===== config.mk =====
export PLATFORM = sky130hd
export DESIGN_NAME = mpc_rob
export DESIGN_NICKNAME = d
export VERILOG_FILES = /design/src/rtl/mpc_rob.sv
export SDC_FILE = /design/constraint.sdc
export NUM_CORES = 1
export LEC_CHECK = 0
export CAP_MARGIN = 20
export CORE_UTILIZATION = 30
export DETAILED_ROUTE_END_ITERATION = 8
export SLEW_MARGIN = 20
export SYNTH_ARGS = -nofsm -noshare
export SYNTH_HDL_FRONTEND = slang
export SYNTH_SLANG_ARGS = --single-unit

===== constraint.sdc =====
create_clock -name clk_i -period 19.92 [get_ports clk_i]
set_input_delay 2.988 -clock clk_i [delete_from_list [all_inputs] [get_ports clk_i]]
set_output_delay 2.988 -clock clk_i [all_outputs]
set_load 0.01 [all_outputs]

===== src/rtl/mpc_rob.sv =====
// Per-channel reorder buffer: in-order tag allocation, out-of-order fills, in-order release.
// Optional same-cycle head bypass of fill data when MPC_ROB_BYPASS_EN is defined.
module mpc_rob #(
  parameter int unsigned ROB_SIZE   = 8,
  parameter int unsigned DATA_W     = 128,
  parameter int unsigned CHAN_ID_W  = 2,
  parameter int unsigned CHANNEL_ID = 0,
  localparam int unsigned ROB_W     = $clog2(ROB_SIZE)
) (
  input  logic              clk_i,
  input  logic              rst_i,
  input  logic              alloc_valid_i,
  output logic              alloc_ready_o,
  output logic [ROB_W-1:0]  alloc_id_o,
  input  logic              fill_valid_i,
  input  logic [CHAN_ID_W-1:0] fill_chan_i,
  input  logic [ROB_W-1:0]  fill_id_i,
  input  logic [DATA_W-1:0] fill_data_i,
  output logic              rsp_valid_o,
  input  logic              rsp_ready_i,
  output logic [DATA_W-1:0] rsp_data_o,
  output logic [ROB_W:0]    count_o,
  output logic              err_o
);

  localparam logic [CHAN_ID_W-1:0] ChanId = CHAN_ID_W'(CHANNEL_ID);
  localparam logic [ROB_W:0]       Full   = (ROB_W+1)'(ROB_SIZE);

  logic [ROB_SIZE-1:0] alloc_q, alloc_d;
  logic [ROB_SIZE-1:0] filled_q, filled_d;
  logic [DATA_W-1:0]   data_q [ROB_SIZE];
  logic [ROB_W-1:0]    head_q, head_d;
  logic [ROB_W-1:0]    tail_q, tail_d;
  logic [ROB_W:0]      count_q, count_d;
  logic                err_q, err_d;

  logic alloc_fire, rsp_fire, fill_legal, head_stored, bypass, data_we;

  always_comb begin
    alloc_ready_o = (count_q != Full);
    alloc_id_o    = tail_q;
    count_o       = count_q;
    err_o         = err_q;
    alloc_fire    = alloc_valid_i && alloc_ready_o;

    fill_legal  = fill_valid_i && (fill_chan_i == ChanId) &&
                  alloc_q[fill_id_i] && !filled_q[fill_id_i];
    head_stored = alloc_q[head_q] && filled_q[head_q];

`ifdef MPC_ROB_BYPASS_EN
    // A legal fill implies the target is allocated and unfilled.
    bypass      = fill_legal && (fill_id_i == head_q);
    rsp_valid_o = head_stored || bypass;
    rsp_data_o  = head_stored ? data_q[head_q] : fill_data_i;
`else
    bypass      = 1'b0;
    rsp_valid_o = head_stored;
    rsp_data_o  = data_q[head_q];
`endif

    rsp_fire = rsp_valid_o && rsp_ready_i;
    data_we  = fill_legal && !(bypass && rsp_fire);
  end

  always_comb begin
    alloc_d  = alloc_q;
    filled_d = filled_q;
    head_d   = head_q;
    tail_d   = tail_q;
    count_d  = count_q;
    err_d    = err_q | (fill_valid_i && !fill_legal);

    if (alloc_fire) begin
      alloc_d[tail_q]  = 1'b1;
      filled_d[tail_q] = 1'b0;
      tail_d           = tail_q + 1'b1;
    end
    if (fill_legal) begin
      filled_d[fill_id_i] = 1'b1;
    end
    // Release last so a bypassed fill of the head leaves the entry free.
    if (rsp_fire) begin
      alloc_d[head_q]  = 1'b0;
      filled_d[head_q] = 1'b0;
      head_d           = head_q + 1'b1;
    end

    unique case ({alloc_fire, rsp_fire})
      2'b10:   count_d = count_q + 1'b1;
      2'b01:   count_d = count_q - 1'b1;
      default: count_d = count_q;
    endcase
  end

  always_ff @(posedge clk_i) begin
    if (rst_i) begin
      alloc_q  <= '0;
      filled_q <= '0;
      head_q   <= '0;
      tail_q   <= '0;
      count_q  <= '0;
      err_q    <= 1'b0;
    end else begin
      alloc_q  <= alloc_d;
      filled_q <= filled_d;
      head_q   <= head_d;
      tail_q   <= tail_d;
      count_q  <= count_d;
      err_q    <= err_d;
    end
  end

  // Data storage is not reset; content is only visible once filled.
  always_ff @(posedge clk_i) begin
    if (data_we) begin
      data_q[fill_id_i] <= fill_data_i;
    end
  end

endmodule


==> tab_implementation.tex <==
\begin{tabular}{lr}
\hline
Metric & Value \\
\hline
\multicolumn{2}{l}{\textbf{Layout}} \\
\quad Layout overhead on the synthesized area & 21.4\% \\
\quad Fill cells & 11836 \\
\quad Area used by multi-input combinational logic & between 8000 and 9000 sq um \\
\quad Proportion of layout cells with a drive suffix above 1 & 0.280 \\
\quad Most common cell after layout, fill and taps aside & edfxtp\_1 \\
\quad Leading cell types in the layout, fill and taps excluded & 1024 x edfxtp\_1, 275 x clkdlybuf4s50\_1, 256 x mux4\_2 \\
\quad Post-route cell area & between 40000 and 50000 sq um \\
\quad NumNets Final & 2164 \\
\quad Register area & 31400 sq um \\
\multicolumn{2}{l}{\textbf{Clock network}} \\
\quad Clock-pin transition on the worst setup and hold timing paths & 0.06 ns \\
\quad Clk\_lat worst skew & 0.72 ns \\
\quad TritonCTS clock tree & done \\
\quad Clock Tree Root & clkbuf\_16 \\
\quad CTS resizes & 0 \\
\quad Level count of the clock H-tree & 3 \\
\quad Postcts setup bufs & 0 \\
\quad Number of buffers inserted for hold repair after clock tree synthesis & 0 \\
\quad Count of clock tree sinks & around 1100 \\
\quad Number of buffers created by CTS & 110 \\
\quad Clock tree buffer depth & 3 \\
\multicolumn{2}{l}{\textbf{Critical path}} \\
\quad Arrival time at the worst endpoint & 5.73 ns \\
\quad Most prevalent standard cell on the critical path & buf\_4 \\
\quad Required time at the worst-slack endpoint & 16.93 ns \\
\quad Worst setup path category & flop to primary output \\
\quad Category of the worst setup path capture point & primary output \\
\quad Sequence of cells on the critical path & buf\_4, buf\_4, buf\_4, mux4\_2, mux2\_2, clkdlybuf4s50\_1 \\
\quad CP max stage cell & dfxtp\_4 \\
\quad Element type at the critical path start & flop \\
\quad Delay of the slowest cell on the worst path & 0.92 ns \\
\quad Worst Path Max Fanout & 48 \\
\multicolumn{2}{l}{\textbf{Synthesis}} \\
\quad Synth Flop Type & edfxtp\_1 \\
\quad Number of synthesized flops with an enable pin & 1024 \\
\quad Number of nets produced by synthesis & 1835 \\
\quad Number of storage elements in the synthesis netlist & $\sim$1100 \\
\quad Mapped cell area & 40100 sq um \\
\quad Post-Synthesis Cells & 1692 \\
\quad Yosys warnings & 0 \\
\quad Seq/Total Area, Yosys & 0.782 \\
\quad Mean Syn Cell Area & 23.7 sq um \\
\quad Number of distinct library cell variants in the gate-level netlist after synthesis & 56 \\
\quad Async SR Flop Fraction & 0 \\
\multicolumn{2}{l}{\textbf{Power and ir drop}} \\
\quad Power density normalized to cell area & 93.9 nW/um\^{}2 \\
\quad Total Power & 0.00457 W \\
\quad Worst ir drop on vdd & roughly 0.000077 V \\
\quad Static leakage & 14.5 nW \\
\multicolumn{2}{l}{\textbf{Drt}} \\
\quad Antenna-violating nets left & 0 \\
\quad Vias/cell & between 4 and 5 \\
\quad Residual DRC & 0 \\
\quad DRC violation total after the first TritonRoute iteration & 1316 \\
\quad Via total after detailed routing & 18392 \\
\quad Post-Route WL & 91.6 mm \\
\quad Number of iterations in the first detailed-routing pass & 5 \\
\quad Routed wire length per instance & 23.7 um \\
\multicolumn{2}{l}{\textbf{Die}} \\
\quad Die span in y & 367 um \\
\quad Die outline area & between 100000 and 150000 sq um \\
\quad Number of core rows & $\sim$130 \\
\quad Initial standard-cell utilization of the core & 0.304 \\
\quad IO Count & 276 \\
\quad Standard cell core area & between 100000 and 150000 sq um \\
\quad Die Wd & 367 um \\
\multicolumn{2}{l}{\textbf{Placed design}} \\
\quad Count of input and output buffers & 275 \\
\quad Placement-stage cell area & 45000 sq um \\
\quad Weighted congestion reported at the end of routability-driven placement & 0.753 \\
\quad Worst slack after detailed placement & 11.69 ns \\
\quad Post-DP HPWL & 48.9 mm \\
\multicolumn{2}{l}{\textbf{GRT}} \\
\quad Global route total overflow & 0 \\
\quad Antenna violations before repair & 13 \\
\quad Number of global-route vias before repair & 20154 \\
\quad Overall routing resource usage & 0.136 \\
\quad Global-route wire length before repair & 135 mm \\
\quad Maximum number of pins on one net before global-route repair & slightly above 90 \\
\multicolumn{2}{l}{\textbf{Timing}} \\
\quad Final setup violating endpoints & 0 \\
\quad Final critical-path required period & 8.72 ns \\
\quad Slew margin rel. & 0.283 \\
\quad Setup repair after global routing missed its margin & false \\
\quad Highest clock frequency the design can meet & 0.115 GHz \\
\quad Fin Clk Skew & approximately 0.024 ns \\
\quad Worst Max-Slew Pin Slew & 1.08 ns \\
\quad Final max-slew violation count & 0 \\
\quad Total count of hold-check failures in the final report & 0 \\
\quad Setup slack after layout & between 10 and 15 ns \\
\quad Worst hold margin & 0.493 ns \\
\quad Final period util & 0.438 \\
\quad Setup\_tns & 0 ns \\
\multicolumn{2}{l}{\textbf{Job}} \\
\quad Max capacitance violation total & 0 \\
\multicolumn{2}{l}{\textbf{Outcome}} \\
\quad Result of the run & complete, no violations \\
\multicolumn{2}{l}{\textbf{Min path}} \\
\quad Class of the worst hold path & flop to flop \\
\hline
\end{tabular}
-- worst max-delay path, delay by kind of cell (launching register included) --
kind / cells / cell delay (ns)
mux: 2 / 0.91
buf+inv: 4 / 3.03
flops: 1 / 0.92
-- cell families (layout without fill, tap and decap cells) --
family	Yosys count	in the layout	share of synthesized area
AO/OA/AOI/OAI	63	63	0.0116
AND/OR/NAND/NOR	72	72	0.00946
flip-flops	1054	1054	0.782
adder cells (fa/ha/maj)	5	5	0.00156
buffers and inverters	93	514	0.00983
XOR/XNOR	5	5	0.00109
other	0	3	0
multiplexers	400	400	0.184
-- cell usage after synthesis (3+ instances only) --
master / number / share of area
edfxtp_1: 1024 / 0.77
mux4_2: 256 / 0.14
mux2_2: 132 / 0.037
clkbuf_1: 53 / 0.0050
dfxtp_1: 30 / 0.015
buf_2: 27 / 0.0034
nor2_1: 22 / 0.0021
nand2_1: 12 / 0.0011
a21oi_1: 10 / 0.0012
o21ai_0: 10 / 0.0012
mux2i_1: 9 / 0.0022
inv_1: 7 / 0.00066
nor2b_1: 7 / 0.0011
a211oi_1: 6 / 0.0011
nand3_1: 6 / 0.00075
nor3_1: 6 / 0.00075
a311oi_1: 5 / 0.0011
ha_1: 5 / 0.0016
a41oi_1: 4 / 0.00087
buf_1: 4 / 0.00037
xor2_1: 4 / 0.00087
a221oi_1: 3 / 0.00066
a22o_1: 3 / 0.00066
a31oi_1: 3 / 0.00047
nand2b_1: 3 / 0.00047
o21a_1: 3 / 0.00056
o31ai_1: 3 / 0.00056
-- cell type report --
class,instances,area share
clock buffer,138,0.0592
tap,1755,0.0451
multi-input combinational,545,0.172
inverter,7,0.000849
sequential,1054,0.645
clock inverter,66,0.0160
timing repair buffer,303,0.0621
antenna,3,0.000154
-- registers in the layout, indices dropped and copies added (netlist names), named ones only --
name        cells
alloc_id_o      3
count_o         4
err_o           1
head_q          3
filled_q        8
data_q       1024
alloc_q         8
-- metrics by stage --
step	util	instances
final	0.369	3871
after global routing	0.369	3869
after CTS	0.368	3867
after detailed placement	0.341	3663
after global placement	0.341	3663
after floorplan	-	1692
-- routing by layer --
layer / wire length (um) / up-vias / GRT usage
met5: 122 / - / 0
met4: 1990 / 20 / 0.0383
met3: 5350 / 153 / 0.0370
met2: 47100 / 463 / 0.236
met1: 37000 / 9845 / 0.165
li1: - / 7911 / -
-- final timing paths --
path / from / endpoint / slack, ns / cells past startpoint
min reg2reg: err_o$_SDFF_PP0_ / err_o$_SDFF_PP0_ / 0.49 / 1
min: err_o$_SDFF_PP0_ / err_o$_SDFF_PP0_ / 0.49 / 1
max: flop / rsp_data_o[83] / 11.20 / 6
max reg2reg: filled_q[4]$_SDFF_PP0_ / data_q[3][54]$_DFFE_PP_ / 16.25 / 7
-- power by group --
| group | switching (W) | internal (W) |
|---|---|---|
| sequential | 0.00000283 | 0.00243 |
| clock | 0.000845 | 0.00122 |
| combinational | 0.0000359 | 0.0000303 |
| total | 0.000884 | 0.00368 |
(Power assumes the default switching activity.)
